===== src/rtl/gpio_input_ctrl.sv =====
`default_nettype none
// ---------------------------------------------------------------------------
// gpio_input_ctrl: per-bit synchronizer + prescaled debouncer + sticky edge IRQ
// Revision 1.0
// ---------------------------------------------------------------------------
module gpio_input_ctrl #(
   parameter int               WIDTH        = 8,
   parameter logic [WIDTH-1:0] DEFAULT      = '0,
   parameter int               TICK_DIV     = 1000,
   parameter int               STABLE_TICKS = 4
) (
   input  logic             i_clk,
   input  logic             i_rst,
   input  logic [WIDTH-1:0] i_in,
   input  logic [WIDTH-1:0] i_rise_en,
   input  logic [WIDTH-1:0] i_fall_en,
   input  logic [WIDTH-1:0] i_clear,
   output logic [WIDTH-1:0] o_level,
   output logic [WIDTH-1:0] o_status,
   output logic             o_irq
);

   localparam int              c_PRE_W     = (TICK_DIV > 1) ? $clog2(TICK_DIV) : 1;
   localparam int              c_CNT_W     = $clog2(STABLE_TICKS + 1);
   localparam logic [c_PRE_W-1:0] c_TICK_LAST   = c_PRE_W'(TICK_DIV - 1);
   localparam logic [c_CNT_W-1:0] c_STABLE_LAST = c_CNT_W'(STABLE_TICKS - 1);

   logic [WIDTH-1:0]              sync1_q, sync2_q;
   logic [c_PRE_W-1:0]            pre_q, pre_d;
   logic                          tick;
   logic [WIDTH-1:0][c_CNT_W-1:0] cnt_q, cnt_d;
   logic [WIDTH-1:0]              level_q, level_d;
   logic [WIDTH-1:0]              status_q, status_d;

   assign tick  = (pre_q == c_TICK_LAST);
   assign pre_d = tick ? '0 : pre_q + c_PRE_W'(1);

   // Status sets after the clear mask so a same-cycle set wins.
   always_comb begin
      cnt_d    = cnt_q;
      level_d  = level_q;
      status_d = status_q & ~i_clear;
      for (int b = 0; b < WIDTH; b++) begin
         if (tick) begin
            if (sync2_q[b] == level_q[b]) begin
               cnt_d[b] = '0;
            end else if (cnt_q[b] == c_STABLE_LAST) begin
               cnt_d[b]   = '0;
               level_d[b] = sync2_q[b];
               if ((sync2_q[b] && i_rise_en[b]) || (!sync2_q[b] && i_fall_en[b])) begin
                  status_d[b] = 1'b1;
               end
            end else begin
               cnt_d[b] = cnt_q[b] + c_CNT_W'(1);
            end
         end
      end
   end

   always_ff @(posedge i_clk) begin
      if (i_rst) begin
         sync1_q  <= DEFAULT;
         sync2_q  <= DEFAULT;
         pre_q    <= '0;
         cnt_q    <= '0;
         level_q  <= DEFAULT;
         status_q <= '0;
      end else begin
         sync1_q  <= i_in;
         sync2_q  <= sync1_q;
         pre_q    <= pre_d;
         cnt_q    <= cnt_d;
         level_q  <= level_d;
         status_q <= status_d;
      end
   end

   assign o_level  = level_q;
   assign o_status = status_q;
   assign o_irq    = |status_q;

endmodule
`default_nettype wire

===== config.mk =====
export PLATFORM = sky130hd
export DESIGN_NAME = gpio_input_ctrl
export DESIGN_NICKNAME = d
export VERILOG_FILES = /design/src/rtl/gpio_input_ctrl.sv
export SDC_FILE = /design/constraint.sdc
export NUM_CORES = 1
export LEC_CHECK = 0
export ABC_AREA = 1
export CORE_UTILIZATION = 30
export DETAILED_ROUTE_END_ITERATION = 10
export PLACE_DENSITY = 0.57
export SLEW_MARGIN = 20
export SYNTH_ARGS = -nofsm -noshare
export SYNTH_HDL_FRONTEND = slang
export SYNTH_SLANG_ARGS = --single-unit

===== constraint.sdc =====
create_clock -name i_clk -period 3.45 [get_ports i_clk]
set_input_delay 0.345 -clock i_clk [delete_from_list [all_inputs] [get_ports i_clk]]
set_output_delay 0.345 -clock i_clk [all_outputs]
set_load 0.01 [all_outputs]

# Word-level counts from Yosys, hierarchy flattened
# Cells that the tools add are included.
dict set report word_totals {
  register_bits 66
  latch_bits 0
  mem_bits_rw 0
  mem_bits_ro 0
  input_bits 34
  output_inout_bits 17
  word_cells 146
  memories 0
}
dict set report classes {
  addsub 9
  mul 0
  n_div 0
  n_lt_le_gt_ge 0
  eq_ne 17
  n_shift 0
  mux 48
  bitwise 10
  n_reduce_logical 42
}
# op n
set op_table {}
lappend op_table {{$mux W3} 16}
lappend op_table {{$mux W1} 32}
lappend op_table {{$add A3 B1 Y3 const B} 8}
lappend op_table {{$eq A3 B2 Y1 const B} 8}
lappend op_table {{$reduce_and A3 Y1} 8}
lappend op_table {{$logic_and A1 B1 Y1} 16}
lappend op_table {{$add A10 B1 Y10 const B} 1}
lappend op_table {{$eq A10 B10 Y1 const B} 1}
lappend op_table {{$and A8 B8 Y8} 1}
lappend op_table {{$eq A1 B1 Y1} 8}
lappend op_table {{$logic_not A1 Y1} 8}
lappend op_table {{$logic_or A1 B1 Y1} 8}
lappend op_table {{$not A1 Y1} 8}
lappend op_table {{$not A8 Y8} 1}
lappend op_table {{$reduce_or A8 Y1} 1}
lappend op_table {{$reduce_or A2 Y1} 1}

# Logic depth before layout (Yosys ltp)
# Gate-level depths: netlist of run 1.
dict set report logic_depth {
  ltp_word 7
  ltp_mapped 10
}

# Worst setup path before layout of run 1
# No wires, ideal clock.
dict set report synth_path {
  path_kind {reg2reg}
  startpoint {register pre_q[0]}
  endpoint {register level_q[0] (netlist: o_level[0])}
  arrival_ns 1.278
  required_time_ns 3.334
  slack_ns 2.057
  path_stages_with_launch 10
  path_buffers 1
  cell_sequence {dfxtp_1 -> ha_1 -> nand2_2 -> nor2_1 -> nand2_1 -> nor2_4 -> buf_6 -> nand2_1 -> o21ai_0 -> nor2_1}
}
dict set report synth_between {
  elab_chain_len 2
}
# element line
set synth_lines {}
lappend synth_lines {{start, declared} 29} ;# logic [c_PRE_W-1:0] pre_q, pre_d;
lappend synth_lines {{start signal, assigned} 71} ;# pre_q <= pre_d;
lappend synth_lines {{$eq A10 B10 Y1} 35} ;# assign tick = (pre_q == c_TICK_LAST);
lappend synth_lines {{$reduce_and A3 Y1 (no source line)} -}
lappend synth_lines {{end signal, assigned} 73} ;# level_q <= level_d;
lappend synth_lines {{end, declared} 32} ;# logic [WIDTH-1:0] level_q, level_d;
# Every way passes these cells.
# A chain may end at the register's enable or synchronous reset.

# Final worst setup path of run 1
dict set report layout_path {
  startpoint {register status_q[5] (netlist: o_status[5])}
  endpoint {output port o_irq}
}
dict set report layout_between {
  elab_chain_len 1
}
# element line
set layout_lines {}
lappend layout_lines {{start, declared} 33} ;# logic [WIDTH-1:0] status_q, status_d;
lappend layout_lines {{start signal, assigned} 74} ;# status_q <= status_d;
lappend layout_lines {{$reduce_or A8 Y1} 80} ;# assign o_irq = |status_q;
lappend layout_lines {{end, declared} 20} ;# output logic o_irq
# Every way passes these cells.

==> flow_metrics.tcl, run 1 <==
set metrics [dict create \
    outcome "finished, final reports clean" \
    p_total_mw 1.668 \
    fillers 959 \
    place_congestion 0.7693 \
    grt_pass1_wl_microns 10490 \
    fmax_mhz 483.3 \
    worstPathMaxFanout 3 \
    fp.coreArea_sq_mm 0.009371 \
    fin_nets 509 \
    port_buffers 50 \
    async_flop_share_pct 0 \
    rr_worst_depth 9 \
    wire_per_inst_microns 9.910 \
    clock-sinks 66 \
    synth_area_leaders "dfxtp_1 (45%), inv_1 (11%), nand2_1 (9.2%)" \
    grt_pass1_vias 2442 \
    overflow 0 \
    cts.hold.buffers_added 0 \
    post-route-period-util_pct 59.97 \
    cp-startpoint "o_status[5]$_SDFF_PP0_" \
    ys.flop_type "dfxtp_1" \
    ys_warn_count 0 \
    start_kind "flop" \
    antenna_found_initial 0 \
    drive_gt1_share_pct 5.096 \
    busiest_layer "met2" \
    grtUsageTotal_pct 12.95 \
    finalSetupViolations 0 \
    cts_resized 0 \
    vias 2555 \
    drc 0 \
    hold_start "sync1_q[0]$_SDFF_PP0_" \
    synth-seq-cells 66 \
    p_per_area_mw_per_mm2 438.0 \
    vias_per_cell 4.258 \
    synth_common_cells "inv_1 (84), nand2_1 (72), dfxtp_1 (66)" \
    fp.dieW_microns 101.1 \
    rsz0062_at_grt "false" \
    regToRegStartpoint "pre_q[0]$_SDFF_PP0_" \
    final_area_sq_mm 0.003807 \
    syn2layout_area_growth_pct 29.27 \
    start_util_pct 31.43 \
    clockBufferDepth 2 \
    worstMarginPinSlew_ns 0.6862 \
    min_period_ns 2.069 \
    syn_area_sq_mm 0.002945 \
    globalRouteMet2Util_pct 22.34 \
    holdPathStages 2 \
    r2r_setup_slack_ns 1.44 \
    path_class "flop to output port" \
    syn_area_per_cell_sq_um 7.097 \
    hold_viol 0 \
    rr_endpoint "o_level[6]$_SDFFE_PP0P_" \
    antenna_left 0 \
    cts_made_buffers 9 \
    crit_required_ns 3.11 \
    dp_hpwl_microns 4234 \
    max_slew_margin_pct 54.13 \
    ir_worst_vdd_v 0.0001936 \
    hold_end "sync2_q[0]$_SDFF_PP0_" \
    p_leak_nw 1.647 \
    cts_max_level 3 \
    dieArea_sq_mm 0.01022 \
    drv_slew 0 \
    drtPass1Iterations 6 \
    syn_inst 415 \
    grt_max_degree 35 \
    use_met3_pct 3.051 \
    fin_tns_setup_ns 0 \
    synth_top_area_cell "dfxtp_1" \
    end_kind "output port" \
    wirelength_microns 5946 \
    clock-root-buffer "clkbuf_8" \
    ios 51 \
    antenna_cells 0 \
    ys_seq_area_share_pct 44.86 \
    clock_skew_ns 0.007349 \
    worst_hold_path_type "flop to flop" \
    cts_tree "built" \
    cts_setup_buffers 0 \
    first_iter_violations 59 \
    dpl_cell_area_sq_mm 0.003557 \
    synth_edf_count 0 \
    synth_most_common_cell "inv_1" \
    die_y_microns 101.1 \
    syn-num-nets 458 \
    rows 35 \
    worstPathArrival_ns 1.72 \
    maxCapViolCount 0 \
    grt_util_met1_pct 15.10 \
    synth_top_area_share_pct 44.86 \
    ys_types 27 \
    cts.clk_slew.worst_paths_ns 0.07 \
    clk_latency_ns 0.34 \
]
==> routing by layer <==
layer / wire length [microns] / vias to the layer above / part of all wire, %
met2: 2829 / 36 / 48
met1: 2833 / 1129 / 48
met5: 0 / - / 0
li1: - / 1381 / -
met3: 182 / 9 / 3.1
met4: 101 / 0 / 1.7
==> state kept, by name, indices dropped and copies added (netlist names) <==
signal and flops:
o_status 8, sync1_q 8, o_level 8, pre_q 10, cnt_q 24, sync2_q 8
==> worst max path at each step <==
stage                              end  slack [ns]  cells past startpoint
2_1_floorplan  o_level[0]$_SDFFE_PP0P_        2.06                      9
3_3_place_gp       pre_q[6]$_SDFF_PP0_        1.47                      6
3_5_place_dp   o_level[6]$_SDFFE_PP0P_        1.41                      9
4_1_cts                          o_irq        1.25                      3
5_1_grt        o_level[6]$_SDFFE_PP0P_        1.23                      9
6_report                         o_irq        1.38                      3
==> layout make-up <==
cell class / instances / area [sq um] / area share, %
repair buffers: 53 / 523.0 / 13.74
well taps: 129 / 161.4 / 4.239
multi-input cells: 251 / 1232 / 32.37
flip-flops and latches: 66 / 1321 / 34.70
inverters: 85 / 319.1 / 8.380
clock buffers: 10 / 137.6 / 3.615
clock inverters: 6 / 112.6 / 2.958
==> where the power goes <==
group          switching [mW]  total, mW  internal (mW)  leakage, nW
combinational          0.0399     0.0876         0.0477        0.985
clock                   0.298      0.800          0.502        0.127
sequential            0.00675      0.780          0.773        0.536
total                   0.345       1.67           1.32         1.65
==> cell families (layout without fill, tap and decap cells) <==
family                   Yosys count  after routing  share of synthesized area [%]
adder cells (fa/ha/maj)            9              9                          3.823
flip-flops                        66             66                          44.86
buffers and inverters             98            154                          13.30
XOR/XNOR                           9              9                          2.676
AND/OR/NAND/NOR                  201            201                          29.82
AO/OA/AOI/OAI                     32             32                          5.523
==> per-stage QoR <==
stage / utilization [%] / hold slack, ns / worst slack [ns] / cells
global route: 40.63 / 0.4238 / 1.227 / 600
detailed placement: 37.96 / 0.3955 / 1.412 / 584
floorplan: - / 0.3883 / 2.057 / 415
global placement: 37.96 / 0.3883 / 1.470 / 584
finish: 40.63 / 0.4041 / 1.381 / 600
CTS: 40.63 / 0.4064 / 1.253 / 600
==> worst max-delay path: stages (launching register included) <==
cell,delay (ns)
dfxtp_1,0.33
nor4_1,0.47
nand2_1,0.10
clkdlybuf4s50_1,0.50
==> placed cells by master (no fill, tap or decap), drive strengths merged <==
cell type and count:
clkinv 3, a21oi 13, or2 1, o21ai 18, nor2 64, clkdlybuf4s50 50, dfxtp 66, nand3 34
nor3 11, xnor2 7, clkbuf 10, inv 85, nand3b 1, nand2 74, bufinv 3, nor4 2
nand4 13, nor3b 1, o21bai 1, xor2 2, buf 3, ha 9
(Power assumes the default switching activity.)
==> inputs of run 2 (changes only) <==
Settings changed: PLACE_DENSITY 0.57 to 0.59.
Clock period 3.45 ns to 1.9 ns, I/O delays scaled along.
==> flow_metrics.tcl, run 2 (synthesis gave the netlist of run 1 again) <==
set metrics [dict create \
    drive_gt1_share_pct 5.497 \
    dp_hpwl_microns 4268 \
    p_sw_share_pct 20.61 \
    syn2layout_area_growth_pct 29.10 \
    post-route-period-util_pct 93.78 \
    crit_required_ns 1.71 \
    die_y_microns 101.1 \
    hold_viol 0 \
    start_util_pct 31.43 \
    grt_pass1_wl_microns 10090 \
    drc 0 \
    cp_cell_sequence "nor4_2 > buf_4 > nand2_1 > clkdlybuf4s50_1" \
    layout_setup_ws_ns 0.1182 \
    clk_latency_ns 0.33 \
    p_total_mw 2.766 \
    worstPathMaxFanout 3 \
    clock_skew_ns 0.005115 \
    r2r_setup_slack_ns 0.38 \
    path_class "flop to output port" \
    antenna_left 0 \
    largest_register_ffs 24 \
    outcome "finished, final reports clean" \
    wirelength_microns 6004 \
    seqPwrFrac_pct 51.2 \
    max_slew_margin_pct 74.08 \
    grt_max_degree 35 \
    port_buffers 50 \
    regMostFlops "cnt_q" \
    wire_per_inst_microns 9.973 \
    rr_endpoint "o_level[0]$_SDFFE_PP0P_" \
    regToRegStartpoint "pre_q[0]$_SDFF_PP0_" \
    maxCapViolCount 0 \
    pre_cts_ws_ns 0.3819 \
    grt_pass1_vias 2386 \
    vias_per_cell 4.243 \
    rr_worst_depth 9 \
    comb_power_share_pct 5.8 \
    cpPeakStageDelay_ns 0.47 \
    clockBufferDepth 2 \
    antenna_found_initial 0 \
    cts_made_buffers 9 \
    fmax_mhz 561.2 \
    fp.coreArea_sq_mm 0.009371 \
    vias 2554 \
    ios 51 \
    worst_hold_path_type "input pin to flop" \
    rows 35 \
    p_per_area_mw_per_mm2 727.6 \
    fp.dieW_microns 101.1 \
    layout_commonest_cell "inv_1" \
    dpl_cell_area_sq_mm 0.003592 \
    hold_start "i_in[2]" \
    fin_tns_setup_ns 0 \
    dieArea_sq_mm 0.01022 \
    place_congestion 0.8243 \
    p_leak_nw 1.644 \
    overflow 0 \
    clkPwrFrac_pct 43.0 \
    drv_slew 0 \
    grtUsageTotal_pct 12.71 \
    finalSetupViolations 0 \
    fin_nets 512 \
    p_switching_uw 570.3 \
    crit_slowest_cell "clkdlybuf4s50_1" \
    cts_max_level 3 \
    final_area_sq_mm 0.003802 \
    start_kind "flop" \
    min_period_ns 1.782 \
    worstMarginPinSlew_ns 0.3888 \
    reg_top3 "cnt_q (24), pre_q (10)" \
    layout_common_cells "inv_1 (84), nand2_1 (72), dfxtp_1 (66), nor2_1 (62), clkdlybuf4s50_1 (50)" \
    rsz0062_at_grt "false" \
    hold_end "sync1_q[2]$_SDFF_PP0_" \
    worstPathArrival_ns 1.59 \
    cts.clk_slew.worst_paths_ns 0.06 \
    first_iter_violations 98 \
    clock-root-buffer "clkbuf_8" \
    antenna_cells 0 \
    ir_worst_vdd_v 0.0004278 \
    holdPathStages 3 \
    end_kind "output port" \
    clock-sinks 66 \
    p_int_mw 2.196 \
    drtPass1Iterations 4 \
    cts_tree "built" \
]
run 2: cell count changes in the layout (fill, tap and decap cells not counted), sizes merged:
cell	delta
bufinv	-2
buf	+3
inv	-1
clkbuf	+3
clkinv	-1
run 2: metrics by stage:
step | hold WS [ns] | util, % | cells
after floorplan | 0.2970 | - | 415
after global placement | 0.3891 | 38.33 | 587
after detailed placement | 0.3948 | 38.33 | 587
after CTS | 0.3456 | 40.51 | 602
after global routing | 0.3658 | 40.57 | 602
final | 0.3634 | 40.57 | 602
run 2: routing by layer:
layer | share of wire, % | vias to the layer above | global-route usage [%] | wire length [microns]
li1 | - | 1384 | - | -
met1 | 46 | 1117 | 13.74 | 2752
met2 | 49 | 44 | 22.82 | 2934
met3 | 4.1 | 9 | 4.577 | 247
met4 | 1.1 | 0 | 4.348 | 69
met5 | 0 | - | 0 | 0
run 2: power by group through the flow:
stage	sequential, mW	clock, mW	combinational [mW]
floorplan	1.45	0	0.0747
global placement	1.45	0	0.160
detailed placement	1.45	0	0.162
CTS	1.42	1.24	0.162
global route	1.42	1.30	0.180
finish	1.42	1.19	0.160
run 2: repair_timing:
action / CTS / global route
setup buffers: 0 / 0
hold buffers: 0 / 0
setup endpoints to repair: 0 / 1
gates resized for setup: 0 / 1
run 2: layout make-up:
| cell class | instances | area (sq um) |
|---|---|---|
| Fill cell | 960 | 5569 |
| Sequential cell | 66 | 1321 |
| Multi-Input combinational cell | 251 | 1239 |
| Timing Repair Buffer | 56 | 558.0 |
| Inverter | 85 | 319.1 |
| Clock buffer | 13 | 168.9 |
| Tap cell | 129 | 161.4 |
| Clock inverter | 2 | 35.03 |
run 2: worst max path at each step:
stage | from | end | slack [ns] | depth (start not counted)
5_1_grt | o_status[5]$_SDFF_PP0_ | o_irq | 0.03 | 4
2_1_floorplan | pre_q[0]$_SDFF_PP0_ | o_level[0]$_SDFFE_PP0P_ | 0.51 | 9
4_1_cts | o_status[4]$_SDFF_PP0_ | o_irq | 0.06 | 4
3_5_place_dp | i_rst | pre_q[3]$_SDFF_PP0_ | 0.38 | 5
6_report | o_status[5]$_SDFF_PP0_ | o_irq | 0.12 | 4
3_3_place_gp | i_rst | pre_q[3]$_SDFF_PP0_ | 0.42 | 5
run 2: critical path: cells and delay by family (launching register included):
family	cells	cell delay, ns
buffers and inverters	2	0.62
and+or+nand+nor	2	0.30
DFF	1	0.33
==> edit (flow settings as in run 1) <==
Change the parameter `WIDTH` from 8 to 10.
--- a/src/rtl/gpio_input_ctrl.sv
+++ b/src/rtl/gpio_input_ctrl.sv
@@ -4,7 +4,7 @@
 // Revision 1.0
 // ---------------------------------------------------------------------------
 module gpio_input_ctrl #(
-   parameter int               WIDTH        = 8,
+   parameter int               WIDTH        = 10,
    parameter logic [WIDTH-1:0] DEFAULT      = '0,
    parameter int               TICK_DIV     = 1000,
    parameter int               STABLE_TICKS = 4
Ports: changed (6 resized); port bits go from 51 to 63. No check against the original RTL was run, so the function may have changed too.
==> edit against run 1 <==
  * Cell area up 19%
  * Via count rose by 17%
  * Total power up 32%
  * Setup slack got worse by 0.044 ns
  * Register-to-register slack worse by 0.06 ns
  * Largest power group unchanged
  * Wire length rose by 20%
  * Sequential cell count is 14 higher
  * Area after synthesis is 16% higher
  * Synthesized cell count grew 13%
==> edit: results <==
metrics = {
    "outcome": {
        "status": "finished clean",
    },
    "global_route": {
        "grt_max_degree": 56,
        "gr-usage-met1_pct": 16.3,
        "grt.total_usage_pct": 13.2,
        "grt_pass1_wl_um": 12200,
        "grt_pass1_vias": 2777,
        "grt_util_met3_pct": 2.75,
    },
    "hold_path": {
        "hp-start": "sync1_q[3]",
    },
    "detailed_routing": {
        "dr.pass1.iters": 5,
        "met3_wirelength_um": 259,
        "routed_via_density": 4.42,
        "m1WireLength_um": 3360,
        "drtIter0Drc": 116,
        "vias": 2980,
        "dr_wl_met2_um": 3370,
    },
    "cells_and_area": {
        "fin_nets": 582,
        "drive_gt1_share_pct": 4.87,
    },
    "sta": {
        "finClkSkew_ns": 0.00886,
        "fmax_mhz": 473,
    },
    "placement": {
        "place_congestion": 0.751,
        "dp.cells": 658,
        "numPortBuffers": 62,
        "place_area_sq_um": 4160,
        "dpl_worst_slack_ns": 1.36,
        "dp_hpwl_um": 4990,
    },
    "yosys": {
        "synth_nets": 520,
        "synth_xor_xnor_area_share_pct": 3.59,
        "synth_compound_area_share_pct": 6.89,
        "synth.most_common_cell": "nor2_1",
        "yosysSeqAreaShare_pct": 46.9,
        "ys_top_cells_by_area": "dfxtp_1 47%, nor2_1 10%, nand3_1 8.7%, nand2_1 7.5%, inv_1 7.0%",
    },
    "critical_path": {
        "setup.worst_path.start": "o_status[6]",
        "ff2ff_path_depth": 8,
        "arrival_ns": 1.77,
        "reg2reg_slack_ns": 1.38,
    },
    "power_and_ir_drop": {
        "peakVddDrop_v": 0.000361,
    },
}
## edit: cell types whose count changed after synthesis, sizes merged, moves of 7 or more
cell and delta:
o21ai +9, nor3 -9, nor2 +36, dfxtp +14
nand4 -12, inv -20, nand3 +26, a21oi +7
## edit: report_power, final
part           internal [mW]  switching (mW)
clock network          0.782           0.368
registers              0.938         0.00843
logic                 0.0564          0.0445
## edit: area by class of cell
cell class,instances,area [sq um]
Timing Repair Buffer,64,631
Tap cell,140,175
Clock buffer,11,233
Fill cell,1117,6460
Sequential cell,80,1600
Multi-Input combinational cell,309,1510
Inverter,65,244
Clock inverter,5,129
## edit: cell families after synthesis
| kind of cell | after synthesis |
|---|---|
| AO/OA/AOI/OAI | 47 |
| XOR/XNOR | 14 |
| adder cells (fa/ha/maj) | 11 |
| buffers and inverters | 78 |
| flip-flops | 80 |
| AND/OR/NAND/NOR | 237 |
## edit: worst max-delay path, stage by stage, from the launching register on
cell and delay (ns):
dfxtp_1 0.34, nor4_1 0.46, nand3_1 0.13, clkdlybuf4s50_1 0.51
